**config.mk**
```make
export PLATFORM = sky130hd
export DESIGN_NAME = axi_sram_ctrl128
export DESIGN_NICKNAME = d
export VERILOG_FILES = /design/src/rtl/axi_sram_ctrl128.sv
export SDC_FILE = /design/constraint.sdc
export NUM_CORES = 1
export LEC_CHECK = 0
export CAP_MARGIN = 30
export CORE_AREA = 2 2 266 268
export DETAILED_ROUTE_END_ITERATION = 16
export DIE_AREA = 0 0 268 270
export GPL_TIMING_DRIVEN = 0
export MAX_ROUTING_LAYER = met4
export PLACE_DENSITY_LB_ADDON = 0.1
export SLEW_MARGIN = 40
export SYNTH_ARGS = -nofsm -noshare
export SYNTH_HDL_FRONTEND = slang
export SYNTH_SLANG_ARGS = --single-unit
```
**constraint.sdc**
```tcl
create_clock -name CLK -period 4.3 [get_ports CLK]
set_input_delay 0.86 -clock CLK [delete_from_list [all_inputs] [get_ports CLK]]
set_output_delay 0.86 -clock CLK [all_outputs]
set_load 0.05 [all_outputs]
```
**src/rtl/axi_sram_ctrl128.sv**
```systemverilog
// AXI4 slave front end for a 16384 x 128 single-port SRAM macro.
// Serves one burst at a time and arbitrates AW/AR round-robin when both are pending.
module axi_sram_ctrl128 #(
    parameter int unsigned AXI_AW  = 40,
    parameter int unsigned ID_W    = 4,
    parameter int unsigned SRAM_AW = 14
) (
    input  logic                CLK,
    input  logic                RST_N,
    // write address channel
    input  logic [ID_W-1:0]     awid,
    input  logic [AXI_AW-1:0]   awaddr,
    input  logic [7:0]          awlen,
    input  logic [1:0]          awburst,
    input  logic                awvalid,
    output logic                awready,
    // write data channel
    input  logic [127:0]        wdata,
    input  logic [15:0]         wstrb,
    input  logic                wlast,
    input  logic                wvalid,
    output logic                wready,
    // write response channel
    output logic [ID_W-1:0]     bid,
    output logic [1:0]          bresp,
    output logic                bvalid,
    input  logic                bready,
    // read address channel
    input  logic [ID_W-1:0]     arid,
    input  logic [AXI_AW-1:0]   araddr,
    input  logic [7:0]          arlen,
    input  logic [1:0]          arburst,
    input  logic                arvalid,
    output logic                arready,
    // read data channel
    output logic [ID_W-1:0]     rid,
    output logic [127:0]        rdata,
    output logic [1:0]          rresp,
    output logic                rlast,
    output logic                rvalid,
    input  logic                rready,
    // SRAM macro port
    output logic [SRAM_AW-1:0]  sram_a,
    output logic                sram_cen,
    output logic [15:0]         sram_wen,
    output logic [127:0]        sram_d,
    input  logic [127:0]        sram_q
);

    localparam int unsigned DATA_W = 128;
    localparam int unsigned STRB_W = DATA_W / 8;
    localparam int unsigned LEN_W  = 8;
    localparam logic [1:0]  BURST_FIXED = 2'b00;
    localparam logic [1:0]  RESP_OKAY   = 2'b00;

    typedef enum logic [1:0] {
        IDLE    = 2'd0,
        WR_DATA = 2'd1,
        WR_RESP = 2'd2,
        RD_DATA = 2'd3
    } state_t;

    state_t               state, state_nxt;
    logic [ID_W-1:0]      id_q, id_nxt;
    logic [LEN_W-1:0]     len_q, len_nxt;
    logic [LEN_W-1:0]     beat_q, beat_nxt;
    logic                 fixed_q, fixed_nxt;
    logic [SRAM_AW-1:0]   addr_q, addr_nxt;
    logic                 prio_rd_q, prio_rd_nxt;

    logic [SRAM_AW-1:0]   addr_step;
    logic [SRAM_AW-1:0]   aw_word;
    logic [SRAM_AW-1:0]   ar_word;
    logic                 aw_win;
    logic                 ar_win;
    logic                 last_beat;
    logic                 unused_bits;

    // Only the word-index bits of the byte address select an SRAM row.
    assign aw_word   = awaddr[SRAM_AW+3:4];
    assign ar_word   = araddr[SRAM_AW+3:4];
    assign addr_step = fixed_q ? addr_q : addr_q + SRAM_AW'(1);
    assign last_beat = (beat_q == len_q);

    // prio_rd_q set means the previous grant went to the write side.
    assign aw_win = awvalid && (!arvalid || !prio_rd_q);
    assign ar_win = arvalid && (!awvalid ||  prio_rd_q);

    assign unused_bits = ^{awaddr[AXI_AW-1:SRAM_AW+4], awaddr[3:0],
                           araddr[AXI_AW-1:SRAM_AW+4], araddr[3:0], wlast};

    always_ff @(posedge CLK or negedge RST_N) begin
        if (!RST_N) begin
            state     <= IDLE;
            id_q      <= '0;
            len_q     <= '0;
            beat_q    <= '0;
            fixed_q   <= 1'b0;
            addr_q    <= '0;
            prio_rd_q <= 1'b0;
        end else begin
            state     <= state_nxt;
            id_q      <= id_nxt;
            len_q     <= len_nxt;
            beat_q    <= beat_nxt;
            fixed_q   <= fixed_nxt;
            addr_q    <= addr_nxt;
            prio_rd_q <= prio_rd_nxt;
        end
    end

    always_comb begin
        state_nxt   = state;
        id_nxt      = id_q;
        len_nxt     = len_q;
        beat_nxt    = beat_q;
        fixed_nxt   = fixed_q;
        addr_nxt    = addr_q;
        prio_rd_nxt = prio_rd_q;
        awready     = 1'b0;
        arready     = 1'b0;
        wready      = 1'b0;
        sram_cen    = 1'b1;
        sram_wen    = '1;
        sram_a      = addr_q;
        sram_d      = '0;

        case (state)
            IDLE: begin
                if (aw_win) begin
                    awready     = 1'b1;
                    id_nxt      = awid;
                    len_nxt     = awlen;
                    fixed_nxt   = (awburst == BURST_FIXED);
                    addr_nxt    = aw_word;
                    beat_nxt    = '0;
                    prio_rd_nxt = 1'b1;
                    state_nxt   = WR_DATA;
                end else if (ar_win) begin
                    // First read is issued on the grant so data is ready next cycle.
                    arready     = 1'b1;
                    id_nxt      = arid;
                    len_nxt     = arlen;
                    fixed_nxt   = (arburst == BURST_FIXED);
                    addr_nxt    = ar_word;
                    beat_nxt    = '0;
                    prio_rd_nxt = 1'b0;
                    sram_cen    = 1'b0;
                    sram_a      = ar_word;
                    state_nxt   = RD_DATA;
                end
            end
            WR_DATA: begin
                wready = 1'b1;
                if (wvalid) begin
                    sram_cen = 1'b0;
                    sram_wen = ~wstrb;
                    sram_d   = wdata;
                    addr_nxt = addr_step;
                    beat_nxt = beat_q + LEN_W'(1);
                    if (last_beat) begin
                        state_nxt = WR_RESP;
                    end
                end
            end
            WR_RESP: begin
                if (bready) begin
                    state_nxt = IDLE;
                end
            end
            RD_DATA: begin
                // Next read overlaps the current handshake to sustain one beat per cycle.
                if (rready) begin
                    if (last_beat) begin
                        state_nxt = IDLE;
                    end else begin
                        sram_cen = 1'b0;
                        sram_a   = addr_step;
                        addr_nxt = addr_step;
                        beat_nxt = beat_q + LEN_W'(1);
                    end
                end
            end
            default: state_nxt = IDLE;
        endcase
    end

    assign bvalid = (state == WR_RESP);
    assign bid    = id_q;
    assign bresp  = RESP_OKAY;
    assign rvalid = (state == RD_DATA);
    assign rlast  = rvalid && last_beat;
    assign rid    = id_q;
    assign rresp  = RESP_OKAY;
    assign rdata  = sram_q;

endmodule

```
==> impl_metrics.tcl, run 1 <==
set metrics [dict create \
    synth_most_common_cell "buf_4" \
    crit_path_max_fanout 10 \
    die_area_um2 72400 \
    syn_area_um2 5430 \
    drc 0 \
    max-slew-margin-rel_pct 45.1 \
    track_usage_pct 12.2 \
    ioPinCount 693 \
    yosysTopAreaCell "buf_4" \
    cts.path.max_buffers 2 \
    wl_met3_um 3400 \
    synth_area_leaders "buf_4, dfrtp_1, and3_1, mux2i_1, o21ai_0" \
    routed.top_layer "met4" \
    drive_gt1_share_pct 16.7 \
    grt_pass1_wl_um 60500 \
    crit_slowest_cell "clkdlybuf4s50_1" \
    worstRegToRegCells 9 \
    clk_pin_slew_ps 60 \
    wl_um 45000 \
    layout_setup_ws_ps 121 \
    crit_path_end "sram_d[72]" \
    globalplace.congestion 0.752 \
    max_slew.worst_pin.slew_ps 823 \
    run_status "completed" \
    dr_wl_met2_um 20800 \
    worst-path-stages 5 \
    timing.final.crit_share_pct 97.2 \
    syn_inst 730 \
    wl_met1_um 20800 \
    cp_top_family "buffers and inverters" \
    synth-edff-count 0 \
    whs_ps 421 \
    synth-seq-area-share_pct 17.5 \
    rsz0062_at_grt "no" \
    setup_viol 0 \
    crit-reg2reg-capture "addr_q[1]" \
    stdcell_count 2207 \
    yosysTopAreaCellShare_pct 19.6 \
    grt.overflow.total 0 \
    fin_nets 1643 \
    cts_inserted_buffers 5 \
    fp.dieW_um 268 \
    portBuffers 507 \
    fmax_mhz 239 \
    grt_antenna_before_repair 16 \
    ant_nets 0 \
    cpMostUsedCell "clkdlybuf4s50_1" \
    synthTopCellsByCount "buf_4, and3_1, nand2_1" \
    ir_worst_vdd_v 0.000306 \
    endpoint_kind "output port" \
    viasPerCell 3.32 \
    grt_max_degree 25 \
    tritoncts "done" \
    h-tree-depth 2 \
    yosysWarnings 0 \
    cts_root_buf "clkbuf_16" \
    maxCapViolCount 0 \
    die_h_um 270 \
    start_util_pct 7.81 \
    synth.avg_cell_area_um2 7.44 \
    core_area_um2 69500 \
    num_vias 7323 \
    dp_hpwl_um 38900 \
    path_class "in -> out" \
    drt-initial-drc-count 321 \
    period_needed_ps 4180 \
    syn2layout_area_growth_pct 120 \
    ys_async_sr_fraction_pct 100 \
    insertion_delay_ps 300 \
    worstSetupStartpointType "input pin" \
    crit_buf_inv 4 \
    synthFlopType "dfrtp_1" \
    grt_pass1_vias 7289 \
    slew_viol_final 0 \
    final_util_pct 17.2 \
    cpPeakStageDelay_ps 850 \
    yosys_register_bits 38 \
    cts.sinks 38 \
    worst-r2r-setup-slack_ps 1370 \
    min_path_type "in -> async" \
    place_worst_setup_slack_ps -1330 \
    worst_r2r_startpoint "state[1]" \
    critPathArrivalTime_ps 3320 \
    dr.pass1.iters 5 \
    path_cells "clkdlybuf4s50_1 -> clkbuf_2 -> clkbuf_1 -> and3_1 -> clkdlybuf4s50_1" \
    finalClockSkew_ps 10.7 \
    power_density_nw_per_um2 523 \
    place_inst 2181 \
    p_leak_nw 5.13 \
    startpoint "wvalid" \
    finalHoldViolCount 0 \
    nFillCells 7890 \
    wl_per_cell_um 20.4 \
    num_rows 97 \
    fin_tns_setup_ps 0 \
    synth_cell_types 70 \
    critPathRequiredTime_ps 3440 \
]
## how the worst min path moves through the flow
| stage | slack [ps] | cells past startpoint | to |
|---|---|---|---|
| 6_report | 420 | 1 | beat_q[0] |
| 3_3_place_gp | 500 | 2 | len_q[4] |
| 5_1_grt | 430 | 1 | len_q[7] |
| 3_5_place_dp | 500 | 2 | len_q[0] |
| 2_1_floorplan | 470 | 2 | len_q[0] |
| 4_1_cts | 420 | 1 | len_q[6] |
## state kept, by name (all words and copies together), names as in the netlist
register	count
beat_q	8
state	2
bid	4
addr_q	14
prio_rd_q	1
len_q	8
fixed_q	1
## through the flow
| stage | cell area [um2] | power [mW] |
|---|---|---|
| CTS | 11900 | 6.37 |
| global route | 11900 | 6.69 |
| global placement | 11700 | 5.99 |
| finish | 11900 | 6.24 |
| floorplan | 5440 | 3.94 |
| detailed placement | 11700 | 5.98 |
## cell usage in the layout (no fill, tap or decap), types with 19 or more instances in the layout
cell             synthesis  routed
clkdlybuf4s50_1          0     476
clkbuf_1                41      32
buf_4                  142     145
nor2_1                  30      29
nand2_1                 54      54
buf_2                   16      19
o21ai_0                 42      41
dfrtp_1                 38      38
mux2i_1                 22      22
a21oi_1                 23      23
and3_1                 133     133
## where the power goes
part	internal, mW	switching, mW	leakage [nW]	total (mW)
logic	1.69	3.48	4.58	5.17
clock network	0.231	0.191	0.0730	0.422
registers	0.515	0.138	0.473	0.653
## cell families (layout without fill, tap and decap cells)
family	after synthesis	count (layout)	share of synthesized area, %
flip-flops	38	38	17.5
AO/OA/AOI/OAI	148	148	18.8
buffers and inverters	217	734	25.3
multiplexers	24	24	4.54
adder cells (fa/ha/maj)	6	6	1.38
XOR/XNOR	20	20	3.23
AND/OR/NAND/NOR	276	276	29.2
other	1	21	0.0690
## routing by layer
| metal | vias to the layer above | track usage (%) |
|---|---|---|
| li1 | 3529 | - |
| met3 | 6 | 3.35 |
| met4 | 0 | 0.529 |
| met1 | 3461 | 16.2 |
| met5 | - | - |
| met2 | 327 | 19.2 |
## cell type report
type / instances / area (um2) / share of cell area (%)
antenna: 17 / 42.5 / 0.356
buffer: 201 / 1330 / 11.1
clock buffer: 6 / 139 / 1.16
clock inverter: 2 / 12.5 / 0.105
inverter: 16 / 63.8 / 0.534
multi-input combinational: 478 / 3140 / 26.2
sequential: 38 / 951 / 7.96
tap: 940 / 1180 / 9.85
timing repair buffer: 509 / 5090 / 42.7
## timing repair
item                                    in CTS  in global routing
pin swaps                                    0                  0
endpoints found under the setup margin     127                 31
setup buffers                                1                  0
gates resized for setup                     72                 19
hold buffers                                 0                  0
Power figures use the tool's default switching activity.
==> run 2: changes to the inputs <==
CORE_AREA = 2 2 267 269   (was 2 2 266 268)
DIE_AREA = 0 0 269 271   (was 0 0 268 270)
clock period = 4.1 ns   (was 4.3 ns; I/O delays follow)
==> impl_metrics.tcl, run 2 (synthesis gave the netlist of run 1 again) <==
set metrics [dict create \
    wl_um 45600 \
    drc 0 \
    core_area_um2 69800 \
    endpoint_kind "output port" \
    cts_inserted_buffers 5 \
    die_area_um2 72900 \
    crit_path_max_fanout 10 \
    critPathRequiredTime_ps 3280 \
    grt_antenna_before_repair 12 \
    num_rows 97 \
    rsz0062_at_grt "no" \
    die_h_um 271 \
    finalHoldViolCount 0 \
    worst_r2r_startpoint "state[1]" \
    worstRegToRegCells 9 \
    h-tree-depth 2 \
    worstSetupStartpointType "input pin" \
    min_path_type "in -> async" \
    cpPeakStageDelay_ps 530 \
    max-slew-margin-rel_pct 46.2 \
    crit_buf_inv 5 \
    insertion_delay_ps 310 \
    track_usage_pct 12.1 \
    clk_pin_slew_ps 60 \
    path_class "in -> out" \
    largest_register_ffs 14 \
    hold_buffers 0 \
    tritoncts "done" \
    cts.path.max_buffers 2 \
    fin_nets 1643 \
    drive_gt1_share_pct 17.1 \
    grt_pass1_wl_um 60100 \
    max_flop_register "addr_q" \
    cts_root_buf "clkbuf_16" \
    num_vias 7366 \
    dr.pass1.iters 4 \
    viasPerCell 3.35 \
    portBuffers 507 \
    layout_common_cells "clkdlybuf4s50_1, buf_4, and3_1" \
    path_cells "clkdlybuf4s50_1 -> buf_4 -> clkinvlp_4 -> o21ai_4 -> a21o_1 -> buf_4 -> a22oi_1 -> o21ai_0 -> clkdlybuf4s15_2" \
    start_util_pct 7.78 \
    wl_per_cell_um 20.8 \
    crit_slowest_cell "clkdlybuf4s50_1" \
    critPathArrivalTime_ps 3170 \
    ant_nets 0 \
    multiInputGateArea_um2 3160 \
    cts.sinks 38 \
    syn2layout_area_growth_pct 119 \
    grt_max_degree 22 \
    grt.overflow.total 0 \
    crit-reg2reg-capture "addr_q[1]" \
    worst-r2r-setup-slack_ps 1220 \
    ir_worst_vdd_v 0.000396 \
    timing.final.crit_share_pct 97.2 \
    maxCapViolCount 0 \
    nFillCells 7901 \
    fp.dieW_um 269 \
    power_density_nw_per_um2 549 \
    drt-initial-drc-count 328 \
    ioPinCount 693 \
    cpMostUsedCell "buf_4" \
    globalplace.congestion 0.743 \
    p_leak_nw 5.76 \
    place_worst_setup_slack_ps -1570 \
    period_needed_ps 3990 \
    grt_pass1_vias 7288 \
    finalClockSkew_ps 14.7 \
    dp_hpwl_um 39300 \
    run_status "completed" \
    p_total_mw 6.53 \
    placed_area_um2 11700 \
    regArea_um2 951 \
    final_common_cell "clkdlybuf4s50_1" \
    max_slew.worst_pin.slew_ps 807 \
    fmax_mhz 251 \
    fin_area_um2 11900 \
    whs_ps 398 \
    slew_viol_final 0 \
    cp_top_family "buffers and inverters" \
    layout_setup_ws_ps 114 \
    setup_viol 0 \
    top_regs "addr_q: 14 flops, beat_q: 8 flops, len_q: 8 flops" \
]
run 2: cell types whose count changed in the layout (fill, tap and decap cells not counted), moves of 2 or more:
| cell | delta |
|---|---|
| o21ai_0 | -2 |
| dlygate4sd2_1 | +82 |
| buf_2 | -2 |
| clkdlybuf4s50_1 | -105 |
| dlymetal6s2s_1 | +21 |
| clkbuf_1 | +2 |
| diode_2 | -9 |
| clkbuf_2 | -2 |
| buf_4 | +3 |
run 2: power by group:
part / leakage (nW) / switching [mW] / internal, mW / total [mW]
registers: 0.473 / 0.144 / 0.540 / 0.684
clock network: 0.0729 / 0.203 / 0.242 / 0.446
logic: 5.22 / 3.67 / 1.73 / 5.40
total: 5.76 / 4.02 / 2.51 / 6.53
run 2: layer usage:
layer | up-vias | wire length, um | GRT usage [%]
met5 | - | 0 | -
met2 | 306 | 21500 | 19.7
met1 | 3527 | 20900 | 15.7
li1 | 3523 | - | -
met3 | 10 | 3110 | 2.96
met4 | 0 | 138 | 0.658
run 2: timing repair:
action                     in CTS  in global routing
resized for setup             172                 39
cloned                          0                  0
pin swaps                       0                  0
setup endpoints to repair     156                 35
setup buffers                   1                  0
run 2: metrics by stage:
stage	TNS (ps)	utilization (%)	cells
final	0	17.1	2198
after global routing	0	17.1	2198
after CTS	0	16.9	2190
after detailed placement	-54420	16.8	2181
after global placement	-55570	16.8	2180
after floorplan	0	-	733
run 2: how the worst max path moves through the flow:
stage	to	cells after the start	startpoint	slack, ps
floorplan	sram_a[7]	4	rready	220
finish	sram_a[1]	9	awvalid	110
global route	sram_d[119]	5	wvalid	0.7
detailed placement	sram_a[10]	9	awvalid	-1570
CTS	sram_d[83]	5	wvalid	1
global placement	sram_a[7]	9	awvalid	-1630
run 2: layout make-up:
class	count	share of cell area [%]
Inverter	16	0.536
Sequential cell	38	7.99
Timing Repair Buffer	509	42.4
Clock inverter	2	0.105
Buffer	201	11.2
Antenna cell	8	0.168
Multi-Input combinational cell	478	26.6
Clock buffer	6	1.17
Tap cell	940	9.88
